`src/rtl/uart_wb_ctrl.sv`:
```
// uart_wb_ctrl: Wishbone master that moves TX/RX bytes and divider updates
// to a memory-mapped UART slave, polling its status register in between.
//
//   state   | meaning
//   --------+----------------------------------------------------------
//   INIT    | write DIV_INIT to the control register once after reset
//   IDLE    | bus gap cycle; choose divider write or status poll
//   POLL    | read status register, pick RX or TX service on ack
//   RD_DATA | read one byte from the RX data register
//   WR_DATA | write one TX byte to the data register
//   WR_DIV  | write the latched divider to the control register
module uart_wb_ctrl #(
  parameter int DW        = 16,
  parameter int DIV_WIDTH = 8,
  parameter int DIV_INIT  = 0
) (
  input  logic                 clk,
  input  logic                 rst,
  input  logic [DIV_WIDTH-1:0] cfg_div,
  input  logic                 cfg_stb,
  input  logic [7:0]           tx_data,
  input  logic                 tx_valid,
  output logic                 tx_ready,
  output logic [7:0]           rx_data,
  output logic                 rx_valid,
  input  logic                 rx_ready,
  output logic                 rx_ovf,
  input  logic                 ovf_clr,
  output logic [1:0]           wb_addr,
  output logic [DW-1:0]        wb_wdata,
  input  logic [DW-1:0]        wb_rdata,
  output logic                 wb_we,
  output logic                 wb_cyc,
  input  logic                 wb_ack
);

  typedef enum logic [2:0] {INIT, IDLE, POLL, RD_DATA, WR_DATA, WR_DIV} state_t;

  localparam logic [1:0] A_DATA = 2'd0;
  localparam logic [1:0] A_CTRL = 2'd1;
  localparam int B_RXE = DW - 1;
  localparam int B_OVF = DW - 2;
  localparam int B_TXE = DW - 3;
  localparam int B_TXF = DW - 4;

  state_t               r_state;
  logic                 r_cyc;
  logic                 r_we;
  logic [1:0]           r_addr;
  logic [DW-1:0]        r_wdata;
  logic [7:0]           r_rx_data;
  logic                 r_rx_valid;
  logic                 r_rx_ovf;
  logic [DIV_WIDTH-1:0] r_div;
  logic                 r_pend;
  logic                 r_stb_seen;
  logic                 r_prefer_tx;

  logic w_rx_cand;
  logic w_tx_cand;
  logic w_pick_tx;
  logic w_unused;

  // Candidates are evaluated against the status word on the bus during the POLL ack.
  assign w_rx_cand = ~wb_rdata[B_RXE] & ~r_rx_valid;
  assign w_tx_cand = tx_valid & ~wb_rdata[B_TXF];
  assign w_pick_tx = w_tx_cand & (~w_rx_cand | r_prefer_tx);
  assign w_unused  = ^{wb_rdata[B_TXE], wb_rdata[DW-5:8]};

  assign wb_cyc   = r_cyc;
  assign wb_we    = r_we;
  assign wb_addr  = r_addr;
  assign wb_wdata = r_wdata;
  assign rx_data  = r_rx_data;
  assign rx_valid = r_rx_valid;
  assign rx_ovf   = r_rx_ovf;
  // The TX handshake completes exactly when the slave accepts the data write.
  assign tx_ready = (r_state == WR_DATA) & r_cyc & wb_ack;

  // Sequencer: bus transactions, RX/TX stream registers, divider request and overflow flag.
  always_ff @(posedge clk or posedge rst) begin
    if (rst) begin
      r_state     <= INIT;
      r_cyc       <= 1'b0;
      r_we        <= 1'b0;
      r_addr      <= 2'd0;
      r_wdata     <= '0;
      r_rx_data   <= 8'd0;
      r_rx_valid  <= 1'b0;
      r_rx_ovf    <= 1'b0;
      r_div       <= '0;
      r_pend      <= 1'b0;
      r_stb_seen  <= 1'b0;
      r_prefer_tx <= 1'b0;
    end else begin
      if (r_rx_valid && rx_ready) r_rx_valid <= 1'b0;
      if (ovf_clr) r_rx_ovf <= 1'b0;
      if (cfg_stb) begin
        r_div  <= cfg_div;
        r_pend <= 1'b1;
      end

      unique case (r_state)
        INIT: begin
          if (!r_cyc) begin
            r_cyc   <= 1'b1;
            r_we    <= 1'b1;
            r_addr  <= A_CTRL;
            r_wdata <= DW'(DIV_INIT);
          end else if (wb_ack) begin
            r_cyc   <= 1'b0;
            r_state <= IDLE;
          end
        end
        IDLE: begin
          r_cyc  <= 1'b1;
          r_addr <= A_CTRL;
          if (r_pend) begin
            r_we       <= 1'b1;
            r_wdata    <= DW'(r_div);
            // A strobe in this cycle updates r_div after the old value is captured.
            r_stb_seen <= cfg_stb;
            r_state    <= WR_DIV;
          end else begin
            r_we    <= 1'b0;
            r_state <= POLL;
          end
        end
        POLL: begin
          if (wb_ack) begin
            r_cyc <= 1'b0;
            if (wb_rdata[B_OVF]) r_rx_ovf <= 1'b1;
            if (w_pick_tx) begin
              r_prefer_tx <= 1'b0;
              r_state     <= WR_DATA;
            end else if (w_rx_cand) begin
              r_prefer_tx <= 1'b1;
              r_state     <= RD_DATA;
            end else begin
              r_state <= IDLE;
            end
          end
        end
        RD_DATA: begin
          if (!r_cyc) begin
            r_cyc  <= 1'b1;
            r_we   <= 1'b0;
            r_addr <= A_DATA;
          end else if (wb_ack) begin
            r_cyc   <= 1'b0;
            r_state <= IDLE;
            if (!wb_rdata[B_RXE]) begin
              r_rx_data  <= wb_rdata[7:0];
              r_rx_valid <= 1'b1;
            end
          end
        end
        WR_DATA: begin
          if (!r_cyc) begin
            r_cyc   <= 1'b1;
            r_we    <= 1'b1;
            r_addr  <= A_DATA;
            r_wdata <= DW'(tx_data);
          end else if (wb_ack) begin
            r_cyc   <= 1'b0;
            r_state <= IDLE;
          end
        end
        WR_DIV: begin
          if (wb_ack) begin
            r_cyc   <= 1'b0;
            r_state <= IDLE;
            // Keep the request pending if a newer divider arrived after this write began.
            if (!cfg_stb && !r_stb_seen) r_pend <= 1'b0;
          end else if (cfg_stb) begin
            r_stb_seen <= 1'b1;
          end
        end
        default: begin
          r_cyc   <= 1'b0;
          r_state <= IDLE;
        end
      endcase
    end
  end

endmodule

```
`config.mk`:
```
export PLATFORM = sky130hd
export DESIGN_NAME = uart_wb_ctrl
export DESIGN_NICKNAME = d
export VERILOG_FILES = /design/src/rtl/uart_wb_ctrl.sv
export SDC_FILE = /design/constraint.sdc
export NUM_CORES = 1
export LEC_CHECK = 0
export ABC_AREA = 1
export CORE_ASPECT_RATIO = 1.25
export CORE_MARGIN = 4
export CORE_UTILIZATION = 62
export DETAILED_ROUTE_END_ITERATION = 8
export DONT_BUFFER_PORTS = 1
export HOLD_SLACK_MARGIN = 0.15
export PLACE_DENSITY_LB_ADDON = 0.15
export SLEW_MARGIN = 20
export SYNTH_ARGS = -nofsm -noshare
export SYNTH_HDL_FRONTEND = slang
export SYNTH_SLANG_ARGS = --single-unit
```
`constraint.sdc`:
```
create_clock -name clk -period 1.5 [get_ports clk]
set_input_delay 0.15 -clock clk [delete_from_list [all_inputs] [get_ports clk]]
set_output_delay 0.15 -clock clk [all_outputs]
set_load 0.03 [all_outputs]
```
==> results of run 1 <==
per-stage QoR:
stage	std cells	instance area, µm²	power (mW)
after floorplan	226	1763	2.718
after global placement	255	1773	2.937
after detailed placement	255	1773	3.003
after CTS	296	2183	3.775
after global routing	299	2220	4.163
final	299	2220	3.865
layer usage:
| layer | up-vias | global-route usage, % | part of all wire (%) |
|---|---|---|---|
| li1 | 773 | - | - |
| met1 | 759 | 28.79 | 37 |
| met2 | 66 | 46.60 | 53 |
| met3 | 11 | 9.690 | 8.3 |
| met4 | 0 | 7.903 | 1.7 |
| met5 | - | 0 | 0 |
final cells by class:
cell class                 instances  area (µm²)  area share (%)
tap                               34       42.54           1.917
timing repair buffer              45       421.7           19.00
multi-input combinational        153       706.9           31.85
clock buffer                       5       37.54           1.691
clock inverter                     3       43.79           1.973
inverter                          24       90.09           4.059
sequential                        35       877.1           39.52
registers in the layout (all words and copies together), names as in the netlist:
| register | flops |
|---|---|
| wb_wdata | 8 |
| wb_addr | 1 |
| r_stb_seen | 1 |
| r_state | 3 |
| r_div | 8 |
| rx_valid | 1 |
| wb_cyc | 1 |
| wb_we | 1 |
| r_pend | 1 |
| rx_data | 8 |
| r_prefer_tx | 1 |
| rx_ovf | 1 |
worst paths after layout:
check / startpoint / end / slack [ns] / cells after the start
setup / recovery: r_state[1]$_DFFE_PP0P_ / tx_ready / 0.04 / 5
hold / removal: tx_valid / r_prefer_tx$_DFFE_PP0P_ / 0.18 / 5
setup reg to reg: r_state[1]$_DFFE_PP0P_ / wb_wdata[4]$_DFFE_PP0P_ / 0.11 / 8
hold reg to reg: r_stb_seen$_DFFE_PP0P_ / r_stb_seen$_DFFE_PP0P_ / 0.49 / 2
max in group asynchronous: rst / r_state[0]$_DFFE_PP0P_ / 0.84 / 3
min in group asynchronous: rst / wb_wdata[5]$_DFFE_PP0P_ / 0.33 / 3
cells in the final DEF (no fill, tap or decap):
cell type,instances
nand2_1,67
nor2_2,1
clkinv_4,1
inv_1,20
dlygate4sd3_1,32
nand4_1,1
bufinv_16,1
inv_2,3
o21ai_0,21
nand2_2,3
nand2_4,2
nor2_1,7
clkinv_2,1
dfrtp_1,34
nor3_2,1
buf_4,12
o211ai_1,1
dfrtp_2,1
buf_6,1
clkbuf_4,5
o21bai_1,1
nor2_4,2
nand3_1,32
conb_1,9
a41oi_1,1
a21oi_1,3
clkinv_1,1
nor3_1,1
worst max-delay path: cells and delay by family (launching register included):
| family | cells | cell delay [ns] |
|---|---|---|
| flip-flops | 1 | 0.41 |
| buffers and inverters | 3 | 0.36 |
| AND/OR/NAND/NOR | 2 | 0.20 |
logic make-up (layout without fill, tap and decap cells):
group                  Yosys count  after routing  synth area share [%]
flip-flops                      35             35                 50.69
AO/OA/AOI/OAI                   27             27                 8.327
buffers and inverters           38             77                 11.01
other                            1              9                0.2170
AND/OR/NAND/NOR                117            117                 29.76
what timing repair did:
| action | in CTS | in global routing |
|---|---|---|
| hold buffers | 32 | 0 |
| setup endpoints to repair | 1 | 10 |
| pin swaps | 0 | 1 |
| setup buffers | 1 | 3 |
| gates resized for setup | 2 | 3 |
| hold endpoints to repair | 67 | 0 |
where the power goes:
group | total [mW] | switching [mW] | internal [mW]
clock | 0.678 | 0.327 | 0.350
sequential | 1.74 | 0.540 | 1.20
combinational | 1.44 | 0.931 | 0.511
==> results.yml, run 1 <==
drt:
  final_antenna_net_count: 0
  drt-total-wl_mm: 4.386
  dr.pass1.iters: 4
  post_drt_wl_per_cell_um: 14.67
  vias: 1609
  drc: 0
  drt-vias-per-instance: 5.381
  drt-initial-drc-count: 89
flow_run:
  cap_violations: 0
placed_design:
  numPortBuffers: 0
  gp_congestion: 0.9298
  pre_cts_slack_ns: 0.1187
  hpwl_mm: 2.777
power:
  p_leak_nw: 1.154
  power_density_mw_per_mm2: 1741
  vdd_ir_drop_max_mv: 1.361
final_layout:
  drive_gt1_share_pct: 12.83
  antenna_cells: 0
  utilization_pct: 82.82
  fill_cells: 152
  area_delta_synth_final_pct: 28.46
  nets: 303
floorplanning:
  initial_core_util_pct: 64.47
  core_area_mm2: 0.002680
  die_w_um: 55.22
  rows: 21
  die_y_um: 67.03
  dieArea_mm2: 0.003701
  io_pins: 70
critical_path:
  worstSetupStartpointType: "register"
  critPathMaxFanout: 3
  slowest_delay_ns: 0.41
  worstPathCellList: "buf_6, nor2_4, inv_2, nor3_2, buf_4"
  crit_path_top_delay_cell: "dfrtp_1"
  cp-end-kind: "primary output"
  path_class: "register to primary output"
  critPathArrivalTime_ns: 1.31
  worstPathRequired_ns: 1.35
grt:
  grt_pass1_vias: 1641
  gr-total-overflow: 0
  track_usage_pct: 26.06
  antenna_found_initial: 0
  grt_pass1_wl_mm: 7.610
  grt_max_degree: 36
timing:
  clock_skew_ns: 0.007065
  worst_slew_pin_slew_ns: 0.5627
  slew_violations: 0
  setup_violations: 0
  hold_viol: 0
  slew_headroom_pct: 62.36
  rsz0062_at_grt: "yes"
  finalSetupTns_ns: 0
  holdWs_ns: 0.1837
  setup_ws_ns: 0.03578
  fin_crit_sh_pct: 97.61
  max_freq_ghz: 0.6830
  fin_crit_ns: 1.464
hold_path:
  hold_path_class: "input port to register"
synth:
  ys_seq_elements: 35
  synth.area.top_cells: "dfrtp_1, nand2_1, nand3_1"
  yosys_warnings: 0
  syn_inst: 218
  ys_types: 21
  ys_seq_area_share_pct: 50.69
  ys_top_cells_by_count: "nand2_1, dfrtp_1, nand3_1"
  ys.flop_type: "dfrtp_1"
  synth_area_per_cell_um2: 7.926
  synth_area_leader_cell: "dfrtp_1"
  post-synth-top-count-cell: "nand2_1"
  synth_edf_count: 0
  synth_area_mm2: 0.001728
  synth_top_area_share_pct: 50.69
  postSynth.asyncResetShare_pct: 100.0
status:
  outcome: "complete, no violations"
clock_tree:
  root_buffer: "clkbuf_4"
  cts_buffers: 5
  htree_levels: 2
  clk_path_buf_depth: 2
  clkTransAtPathRegs_ns: 0.11
  clkLatencyLatePin_ns: 0.34
  clock_sinks: 35
  cts_tree: "yes"
Power figures use the tool's default switching activity.
==> run 2: changes to the inputs <==
- SKIP_CTS_REPAIR_TIMING: default -> 1
==> results.yml, run 2 (synthesis gave the netlist of run 1 again) <==
grt:
  gr-total-overflow: 0
  track_usage_pct: 21.61
  grt-busiest-layer: "met2"
  grt_max_degree: 36
  grt_pass1_wl_mm: 6.327
  antenna_found_initial: 0
  grt_pass1_vias: 1431
  use_met2_pct: 36.69
  use_met1_pct: 25.16
  met3_usage_pct: 8.527
timing:
  rsz0062_at_grt: "yes"
  slew_headroom_pct: 64.39
  worst_slew_pin_slew_ns: 0.5325
  setup_violations: 0
  fin_crit_ns: 1.456
  max_freq_ghz: 0.6869
  slew_violations: 0
  clock_skew_ns: 0.007725
  fin_crit_sh_pct: 97.06
  hold_viol: 0
  setup_ws_ns: 0.04413
critical_path:
  critPathMaxFanout: 4
  critPathArrivalTime_ns: 1.31
  reg2reg_depth: 8
  rr_endpoint: "wb_wdata[0]$_DFFE_PP0P_"
  path_class: "register to primary output"
  cp-end-kind: "primary output"
  worstSetupStartpointType: "register"
  startpoint: "r_state[1]$_DFFE_PP0P_"
  worstPathRequired_ns: 1.35
  r2r_slack_ns: 0.08
  r2r_start: "r_state[1]$_DFFE_PP0P_"
clock_tree:
  htree_levels: 2
  cts_buffers: 5
  clkTransAtPathRegs_ns: 0.10
  root_buffer: "clkbuf_4"
  clock_sinks: 35
  cts_tree: "yes"
  clk_path_buf_depth: 2
  clkLatencyLatePin_ns: 0.34
placed_design:
  numPortBuffers: 0
  pre_cts_slack_ns: 0.1187
  hpwl_mm: 2.777
  gp_congestion: 0.9298
floorplanning:
  die_y_um: 67.03
  io_pins: 70
  initial_core_util_pct: 64.47
  dieArea_mm2: 0.003701
  core_area_mm2: 0.002680
  die_w_um: 55.22
  rows: 21
drt:
  dr.pass1.iters: 5
  drt-total-wl_mm: 4.303
  drc: 0
  vias: 1567
  post_drt_wl_per_cell_um: 14.54
  drt-vias-per-instance: 5.294
  drt-initial-drc-count: 87
  final_antenna_net_count: 0
power:
  power_density_mw_per_mm2: 1748
  power.total_mw: 3.837
  p_leak_nw: 1.140
  vdd_ir_drop_max_mv: 1.387
final_layout:
  layout_common_cells: "nand2_1, dfrtp_1, nand3_1"
  fill_cells: 157
  drive_gt1_share_pct: 12.21
  area_delta_synth_final_pct: 27.01
  antenna_cells: 0
  utilization_pct: 81.89
  layout_commonest_cell: "nand2_1"
  nets: 300
flow_run:
  cap_violations: 0
hold_path:
  hp-start: "wb_ack"
  hold_path_class: "input port to register"
  hold_depth: 3
  min_to: "wb_cyc$_DFFE_PP0P_"
status:
  outcome: "complete, no violations"
==> run 2: cell count changes in the layout (fill, tap and decap cells not counted), sizes merged <==
cell	delta
dlygate4sd3	-1
buf	-2
==> run 2: worst max-delay path by stage <==
| stage | end | slack, ns | depth (start not counted) |
|---|---|---|---|
| floorplan | tx_ready | 0.17 | 4 |
| global placement | wb_we$_DFFE_PP0P_ | 0.16 | 5 |
| detailed placement | wb_we$_DFFE_PP0P_ | 0.12 | 5 |
| CTS | tx_ready | -0.04 | 5 |
| global route | wb_wdata[0]$_DFFE_PP0P_ | -0.07 | 8 |
| finish | tx_ready | 0.04 | 5 |
==> run 2: through the flow <==
stage | TNS, ns | cell area (µm²) | hold slack [ns] | instances
floorplan | 0 | 1763 | 0.2464 | 226
global placement | 0 | 1773 | 0.1578 | 255
detailed placement | 0 | 1773 | 0.1620 | 255
CTS | -0.04139 | 1854 | -0.2250 | 263
global route | -0.1245 | 2195 | 0.1654 | 296
finish | 0 | 2195 | 0.1272 | 296
==> run 2: final cells by class <==
class                           count  area, µm²  area share, %
Clock buffer                        5      37.54          1.710
Sequential cell                    35      877.1          39.97
Tap cell                           34      42.54          1.938
Clock inverter                      3      43.79          1.995
Timing Repair Buffer               42      396.6          18.07
Multi-Input combinational cell    153      706.9          32.21
Inverter                           24      90.09          4.105
==> run 2: power breakdown <==
group          leakage, nW  internal (mW)  total (mW)  switching [mW]
sequential           0.442           1.20        1.74           0.540
combinational        0.653          0.488        1.42           0.928
clock               0.0452          0.350       0.676           0.326
==> run 2: critical path, stage by stage, from the launching register on <==
cell and delay [ns]:
dfrtp_1 0.40, buf_6 0.13, nor2_4 0.11, inv_2 0.06, nor3_2 0.09, buf_4 0.18
==> run 2: per-layer routing <==
| metal | wire length (µm) | share of wire, % | vias up |
|---|---|---|---|
| met1 | 1576 | 37 | 730 |
| met3 | 360 | 8.4 | 9 |
| met5 | 0 | 0 | - |
| met4 | 53 | 1.2 | 0 |
| met2 | 2313 | 54 | 65 |
| li1 | - | - | 763 |
